## src/rtl/edge_frame_sequencer.sv

```systemverilog
// edge_frame_sequencer: freezes camera writes, runs a Sobel pass, then swaps the ping-pong edge banks
module edge_frame_sequencer #(
  parameter int SETTLE_CYCLES  = 4,
  parameter int TIMEOUT_CYCLES = 8_000_000,
  parameter int CNT_W          = 24
) (
  input  logic       clk,
  input  logic       rst_n,
  input  logic       enable,
  input  logic       frame_captured,
  input  logic       cam_we_in,
  output logic       cam_we_out,
  output logic       sobel_start,
  input  logic       sobel_done,
  output logic       edge_wr_sel,
  output logic       disp_rd_sel,
  output logic       frame_ready,
  output logic       busy,
  output logic       timeout_err,
  input  logic       err_clr,
  output logic [7:0] frame_count,
  output logic [7:0] overrun_count
);
  localparam int SW = $clog2(SETTLE_CYCLES) + 1;
  localparam logic [SW-1:0] SETTLE_LAST = SW'(SETTLE_CYCLES - 1);
  localparam logic [CNT_W-1:0] WD_LAST = CNT_W'(TIMEOUT_CYCLES - 1);
  typedef enum logic [2:0] {IDLE, FREEZE, RUN, SWAP, ABORT} state_t;
  state_t state_q, state_d;
  logic [SW-1:0] settle_q, settle_d;
  logic [CNT_W-1:0] wd_q, wd_d;
  logic [7:0] frames_q, frames_d, overrun_q, overrun_d;
  logic pending_q, pending_d, start_q, start_d, wr_sel_q, wr_sel_d, rd_sel_q, rd_sel_d;
  logic ready_q, ready_d, err_q, err_d;
  logic go, done_ok, to_swap, to_abort, requeue, drop;
  always_comb begin
    go        = enable && (frame_captured || pending_q);
    done_ok   = sobel_done && (wd_q != '0);
    to_swap   = (state_q == RUN) && done_ok;
    to_abort  = (state_q == RUN) && !done_ok && (wd_q == WD_LAST);
    requeue   = pending_q && enable;
    drop      = (state_q != IDLE) && frame_captured && pending_q && !((state_q == SWAP) && requeue);
    state_d   = state_q == IDLE   ? (go ? FREEZE : IDLE)
              : state_q == FREEZE ? (settle_q == '0 ? RUN : FREEZE)
              : state_q == RUN    ? (to_swap ? SWAP : to_abort ? ABORT : RUN)
              : state_q == SWAP   ? (requeue ? FREEZE : IDLE)
              : IDLE;
    settle_d  = state_q == FREEZE ? settle_q - SW'(1) : SETTLE_LAST;
    wd_d      = state_q == RUN ? wd_q + CNT_W'(1) : '0;
    start_d   = (state_q == FREEZE && settle_q == '0) ? 1'b1 : (to_swap || to_abort) ? 1'b0 : start_q;
    wr_sel_d  = to_swap ? ~wr_sel_q : wr_sel_q;
    rd_sel_d  = to_swap ? wr_sel_q : rd_sel_q;
    ready_d   = to_swap;
    frames_d  = to_swap ? frames_q + 8'd1 : frames_q;
    err_d     = to_abort || (err_q && !err_clr);
    pending_d = state_q == IDLE ? (go ? 1'b0 : pending_q)
              : (state_q == SWAP && requeue) ? frame_captured
              : pending_q || frame_captured;
    overrun_d = (drop && overrun_q != 8'hFF) ? overrun_q + 8'd1 : overrun_q;
  end
  always_ff @(posedge clk or negedge rst_n) begin
    if (!rst_n) begin
      state_q   <= IDLE;
      settle_q  <= SETTLE_LAST;
      wd_q      <= '0;
      start_q   <= 1'b0;
      wr_sel_q  <= 1'b0;
      rd_sel_q  <= 1'b1;
      ready_q   <= 1'b0;
      err_q     <= 1'b0;
      pending_q <= 1'b0;
      frames_q  <= '0;
      overrun_q <= '0;
    end else begin
      state_q   <= state_d;
      settle_q  <= settle_d;
      wd_q      <= wd_d;
      start_q   <= start_d;
      wr_sel_q  <= wr_sel_d;
      rd_sel_q  <= rd_sel_d;
      ready_q   <= ready_d;
      err_q     <= err_d;
      pending_q <= pending_d;
      frames_q  <= frames_d;
      overrun_q <= overrun_d;
    end
  end
  assign cam_we_out    = cam_we_in && (state_q == IDLE);
  assign busy          = state_q != IDLE;
  assign sobel_start   = start_q;
  assign edge_wr_sel   = wr_sel_q;
  assign disp_rd_sel   = rd_sel_q;
  assign frame_ready   = ready_q;
  assign timeout_err   = err_q;
  assign frame_count   = frames_q;
  assign overrun_count = overrun_q;
endmodule

```

## config.mk

```make
export PLATFORM = sky130hd
export DESIGN_NAME = edge_frame_sequencer
export DESIGN_NICKNAME = d
export VERILOG_FILES = /design/src/rtl/edge_frame_sequencer.sv
export SDC_FILE = /design/constraint.sdc
export NUM_CORES = 1
export LEC_CHECK = 0
export ABC_AREA = 1
export BUFFER_PORTS_ARGS = -buffer_cell sky130_fd_sc_hd__buf_2
export CAP_MARGIN = 40
export CORE_AREA = 2 2 84 118
export DETAILED_ROUTE_END_ITERATION = 6
export DIE_AREA = 0 0 86 120
export PLACE_DENSITY = 0.52
export SLEW_MARGIN = 20
export SYNTH_ARGS = -nofsm -noshare
export SYNTH_HDL_FRONTEND = slang
export SYNTH_SLANG_ARGS = --single-unit
```

## constraint.sdc

```tcl
create_clock -name clk -period 3.8 [get_ports clk]
set_input_delay 0.76 -clock clk [delete_from_list [all_inputs] [get_ports clk]]
set_output_delay 0.76 -clock clk [all_outputs]
set_load 0.01 [all_outputs]
```

==> results of run 1 <==
## cells in the final DEF, fill, tap and decap left out, types with 6 or more instances in the layout
cell type,n
xnor2_1,8
a21oi_1,12
ha_1,6
nor3_1,7
dfrtp_1,49
o21ai_0,20
inv_1,46
nand3_1,18
xor2_1,11
nor2_2,8
nor2_1,61
nand2_1,96
buf_2,29
## power groups by stage
stage / clock (mW) / combinational (mW) / sequential, mW
6_report: 0.475 / 0.461 / 0.766
3_3_place_gp: 0 / 0.459 / 0.775
2_1_floorplan: 0 / 0.281 / 0.793
4_1_cts: 0.492 / 0.471 / 0.768
5_1_grt: 0.516 / 0.539 / 0.786
3_5_place_dp: 0 / 0.470 / 0.777
## metrics by stage
step	std cells	instance area (um^2)	setup WS [ns]	util, %
3_3_place_gp	513	3150	1.78	33.8
2_1_floorplan	376	2890	2.09	-
6_report	522	3320	1.68	35.7
3_5_place_dp	514	3170	1.75	34.0
5_1_grt	522	3320	1.48	35.7
4_1_cts	522	3320	1.67	35.7
## cells in the mapped netlist, drive strengths merged
cell type / number
nand2: 98
ha: 6
nand3: 21
xor2: 11
clkbuf: 1
and2: 1
nand4: 5
o21a: 1
nand3b: 2
inv: 51
xnor2: 8
nor2: 71
a21oi: 12
dfrtp: 49
dfstp: 3
bufbuf: 1
o21ai: 23
buf: 1
nor3: 11
## worst paths after layout
path / startpoint / end / slack [ns]
min in group clk: settle_q[0] / settle_q[0] / 0.45
worst max-delay path: state_q[1] / cam_we_out / 1.68
max in group asynchronous: rst_n / disp_rd_sel / 2.68
worst max register to register: state_q[0] / frame_count[6] / 1.76
worst min-delay path: rst_n / wd_q[14] / 0.35
worst min register to register: settle_q[0] / settle_q[0] / 0.45
## final cells by class
| cell class | instances | area (um^2) |
|---|---|---|
| tap | 110 | 138 |
| fill | 982 | 5980 |
| sequential | 52 | 1310 |
| clock buffer | 6 | 139 |
| timing repair buffer | 31 | 173 |
| clock inverter | 2 | 13.8 |
| multi-input combinational | 270 | 1360 |
| inverter | 51 | 194 |
## cell families after synthesis
kind of cell,Yosys count
AND/OR/NAND/NOR,209
flip-flops,52
buffers and inverters,54
XOR/XNOR,19
adder cells (fa/ha/maj),6
AO/OA/AOI/OAI,36
## flip-flops by register name (all words and copies together) (netlist names)
signal         flops
frame_ready        1
overrun_count      8
frame_count        8
timeout_err        1
pending_q          1
state_q            3
edge_wr_sel        1
settle_q           3
disp_rd_sel        1
wd_q              24
sobel_start        1
## worst max-delay path: stages (launching register included)
cell,delay (ns)
dfrtp_1,0.39
inv_1,0.08
nand2_1,0.09
nor2_1,0.19
inv_1,0.10
nor2_1,0.08
buf_2,0.13
## routing by layer
metal	up-vias	share of wire (%)	track usage [%]
met4	0	2.4	5.16
met2	48	51	24.0
met1	1091	43	16.4
met5	-	0	0
li1	1241	-	-
met3	12	3.5	2.61
==> summary.txt, run 1 <==
Clock network
  – Worst skew pair latency: 0.29 ns
  – CTS sink count: 52
  – Clk root buf: clkbuf_16
  – Clock tree from TritonCTS: done
  – H-tree depth: 2
  – Clock buffer depth: 2
  – Cts repair resizes: 0
  – CTS Buf Count: 5
  – Hold_buf cts: 0
  – Clock-pin slew on the worst setup and hold paths: 0.07 ns
  – Post-CTS setup repair buffer count: 0

Floorplanning
  – Die Wd: 86 um
  – Core area: 9300 um^2
  – Initial Utilization: 31.0%
  – Ports: 30
  – Site row count: 42
  – Total die area: 10300 um^2
  – Die Span Y: ~120 um

Timing
  – Final hold vios: 0
  – Hold slack: 0.348 ns
  – Worst clock skew: 0.00327 ns
  – Setup TNS: 0 ns
  – RSZ-0062 raised after global routing: false
  – Worst slew pin tran: 0.413 ns
  – Final Setup Violations: 0
  – Post-route minimum period: 2.12 ns
  – Fin crit share: 55.7%
  – Max Fclk: 473 MHz
  – Max-slew headroom: 72.4%
  – Fin. max-slew vios: 0

Worst setup path
  – CP arrival: 1.36 ns
  – Critical Path End Type: primary output
  – CP Class: reg2out
  – CP Launch Type: flop
  – CP Max Fanout: 4
  – Critical Path RT: 3.04 ns
  – Reg2Reg Depth: 6

Yosys
  – Synth area leader: dfrtp_1
  – Post-synthesis cell type count: 29
  – YS warnings: 0
  – Post-Syn Area: between 2000 and 3000 um^2
  – Largest family of logic cells by synthesized area: simple AND/OR/NAND/NOR gates
  – Synth Area in Compound Gates: 6.33%
  – Post-synthesis register bit count: 52
  – Cells after synthesis: between 300 and 400
  – Avg Cell Area, Syn: 7.68 um^2
  – Post-Synth Adder-Cell Area: 2.60%
  – Proportion of synthesized area in mux cells: 0%
  – Area contributors post-synth: dfrtp_1, nand2_1, nor2_1
  – Syn nets: 389
  – Post-synth top area share: 42.5%
  – Register area share after synthesis: 45.2%
  – Synth Area in Simple Gates: 32.3%
  – Post-Synth XOR/XNOR Area: under 10%

Placed design
  – PortBufs: 29
  – Routability congestion estimate: 0.830
  – Post-DP HPWL: around 4900 um

Hold path
  – Hold Crit Class: in2async

Job
  – Max Cap Viol: 0

Power
  – Lkg Pwr: 1.54 nW
  – Power density cells: 513 nW/um^2
  – Pwr Total: 1.70 mW
  – Psw: about 590 uW
  – Int Power: roughly 1.1 mW
  – Sequential Power Share: between 40% and 50%
  – Worst vdd ir: 322 uV
  – Clock network power share: 27.9%
  – Sw frac: a little over a third
  – Comb power frac: 27.1%

Drt
  – Routed len/inst: ~12 um
  – DRC: 0
  – Total Wirelength: 6400 um
  – Vias per cell: 4.58
  – DRT Pass-1 Iters: 6
  – Vias: 2392
  – Initial detailed-routing violation count: 94
  – Antenna viol nets, final: 0

Cells and area
  – Nets: 424
  – Layout cells sized above 1: 16.0%
  – # diodes: 0
  – Area Growth Syn to Fin: 15.0%

GRT
  – Vias in the first global route: 2429
  – First-pass GRT wire length: 11300 um
  – Initial antenna violation count: 0
  – Largest net degree at the start of global routing: 29
  – Grt ovf: 0
  – Total GRT Usage: 13.7%

Run status
  – Status: finished clean
Note: power is estimated with default switching activity, not from simulation.
==> run 2: changes to the inputs <==
==> constraint.sdc (replaced) <==
create_clock -name clk -period 2.1 [get_ports clk]
set_input_delay 0.42 -clock clk [delete_from_list [all_inputs] [get_ports clk]]
set_output_delay 0.42 -clock clk [all_outputs]
set_load 0.01 [all_outputs]
==> summary.txt, run 2 (same netlist as run 1, synthesis figures left out) <==
Timing
  – Worst clock skew: 0.00523 ns
  – RSZ-0062 raised after global routing: false
  – Final hold vios: 0
  – Setup TNS: 0 ns
  – Worst slew pin tran: 0.294 ns
  – Max-slew headroom: 80.4%
  – Fin crit share: 84.2%
  – Post-route minimum period: 1.77 ns
  – Final Setup Violations: 0
  – Fin. max-slew vios: 0
  – Max Fclk: 566 MHz

Worst setup path
  – CP Class: reg2out
  – CP Launch Type: flop
  – Critical Path RT: 1.68 ns
  – Critical Path End Type: primary output
  – Crit-path cells: inv_1, nand2_1, nor2_1, inv_1, nor2_1, buf_2
  – CP peak stage delay: between 0.3 and 0.4 ns
  – CP Max Fanout: 4
  – CP arrival: 1.35 ns
  – CP max stage cell: dfrtp_1

Floorplanning
  – Total die area: 10300 um^2
  – Ports: 30
  – Die Span Y: between 100 and 150 um
  – Initial Utilization: 31.0%
  – Site row count: 42
  – Core area: 9300 um^2
  – Die Wd: 86 um

Clock network
  – Cts repair resizes: 0
  – Clock buffer depth: 2
  – Clk root buf: clkbuf_16
  – Clock-pin slew on the worst setup and hold paths: 0.07 ns
  – CTS Buf Count: 5
  – Hold_buf cts: 0
  – Worst skew pair latency: 0.30 ns
  – H-tree depth: 2
  – Clock tree from TritonCTS: done
  – Post-CTS setup repair buffer count: 0
  – CTS sink count: 52

Power
  – Pwr Total: about 3.1 mW
  – Worst vdd ir: 555 uV
  – Power density cells: 923 nW/um^2
  – Lkg Pwr: 1.54 nW

GRT
  – Grt ovf: 0
  – First-pass GRT wire length: roughly 12000 um
  – Total GRT Usage: ~14%
  – Largest net degree at the start of global routing: 53
  – Vias in the first global route: 2466
  – Initial antenna violation count: 0

Cells and area
  – Most frequent cells in the layout: nand2_1, nor2_1, dfrtp_1
  – Most flops, register: wd_q
  – Layout cells sized above 1: 16.2%
  – Commonest non-fill, non-tap cell in the layout: nand2_1
  – Final Util: 35.7%
  – # diodes: 0
  – Area Growth Syn to Fin: 15.1%
  – Nets: 425
  – Largest register FFs: 24

Drt
  – DRT Pass-1 Iters: 4
  – Initial detailed-routing violation count: 86
  – DRC: 0
  – Vias: around 2400
  – Total Wirelength: 6540 um
  – Vias per cell: between 4 and 5
  – Antenna viol nets, final: 0
  – Routed len/inst: 12.5 um

Placed design
  – Post-DP HPWL: around 4900 um
  – Routability congestion estimate: ~0.82
  – PortBufs: 29

Job
  – Max Cap Viol: 0

Run status
  – Status: finished clean

Hold path
  – Hold Crit Class: in2async
-- run 2: stage by stage --
stage	setup WS [ns]	hold WS (ns)	instances	instance area (um^2)
floorplan	0.732	0.124	376	2890
global placement	0.555	0.435	515	3170
detailed placement	0.488	0.442	515	3170
CTS	0.317	0.120	523	3320
global route	0.223	0.130	523	3320
finish	0.333	0.105	523	3320
-- run 2: area by class of cell --
class | count | area (um^2)
clock buffers | 5 | 125
clock inverters | 3 | 22.5
fillers | 955 | 5980
inverters | 51 | 194
multi-input cells | 270 | 1360
flip-flops and latches | 52 | 1310
well taps | 110 | 138
repair buffers | 32 | 180
-- run 2: per-layer routing --
metal	global-route usage (%)	part of all wire, %
met1	17.4	42
met2	25.3	53
met3	2.61	3.6
met4	3.67	0.99
met5	0	0
-- run 2: where the power goes --
group	internal [mW]	total (mW)	switching, mW
Sequential	1.21	1.39	0.184
Clock	0.447	0.839	0.392
Combinational	0.331	0.834	0.503
-- run 2: worst paths after layout --
path,slack [ns],cells after the start,start,end
worst max-delay path,0.33,6,state_q[2],cam_we_out
worst min register to register,0.46,1,settle_q[0],settle_q[0]
max in group asynchronous,1.70,2,rst_n,disp_rd_sel
min in group clk,0.30,2,err_clr,timeout_err
worst min-delay path,0.10,2,rst_n,wd_q[12]
worst max register to register,0.49,8,wd_q[0],sobel_start
-- run 2: worst max-delay path: cells and delay by family (launching register included) --
family        cells  cell delay (ns)
simple gates      3             0.35
buf+inv           3             0.30
flops             1             0.39
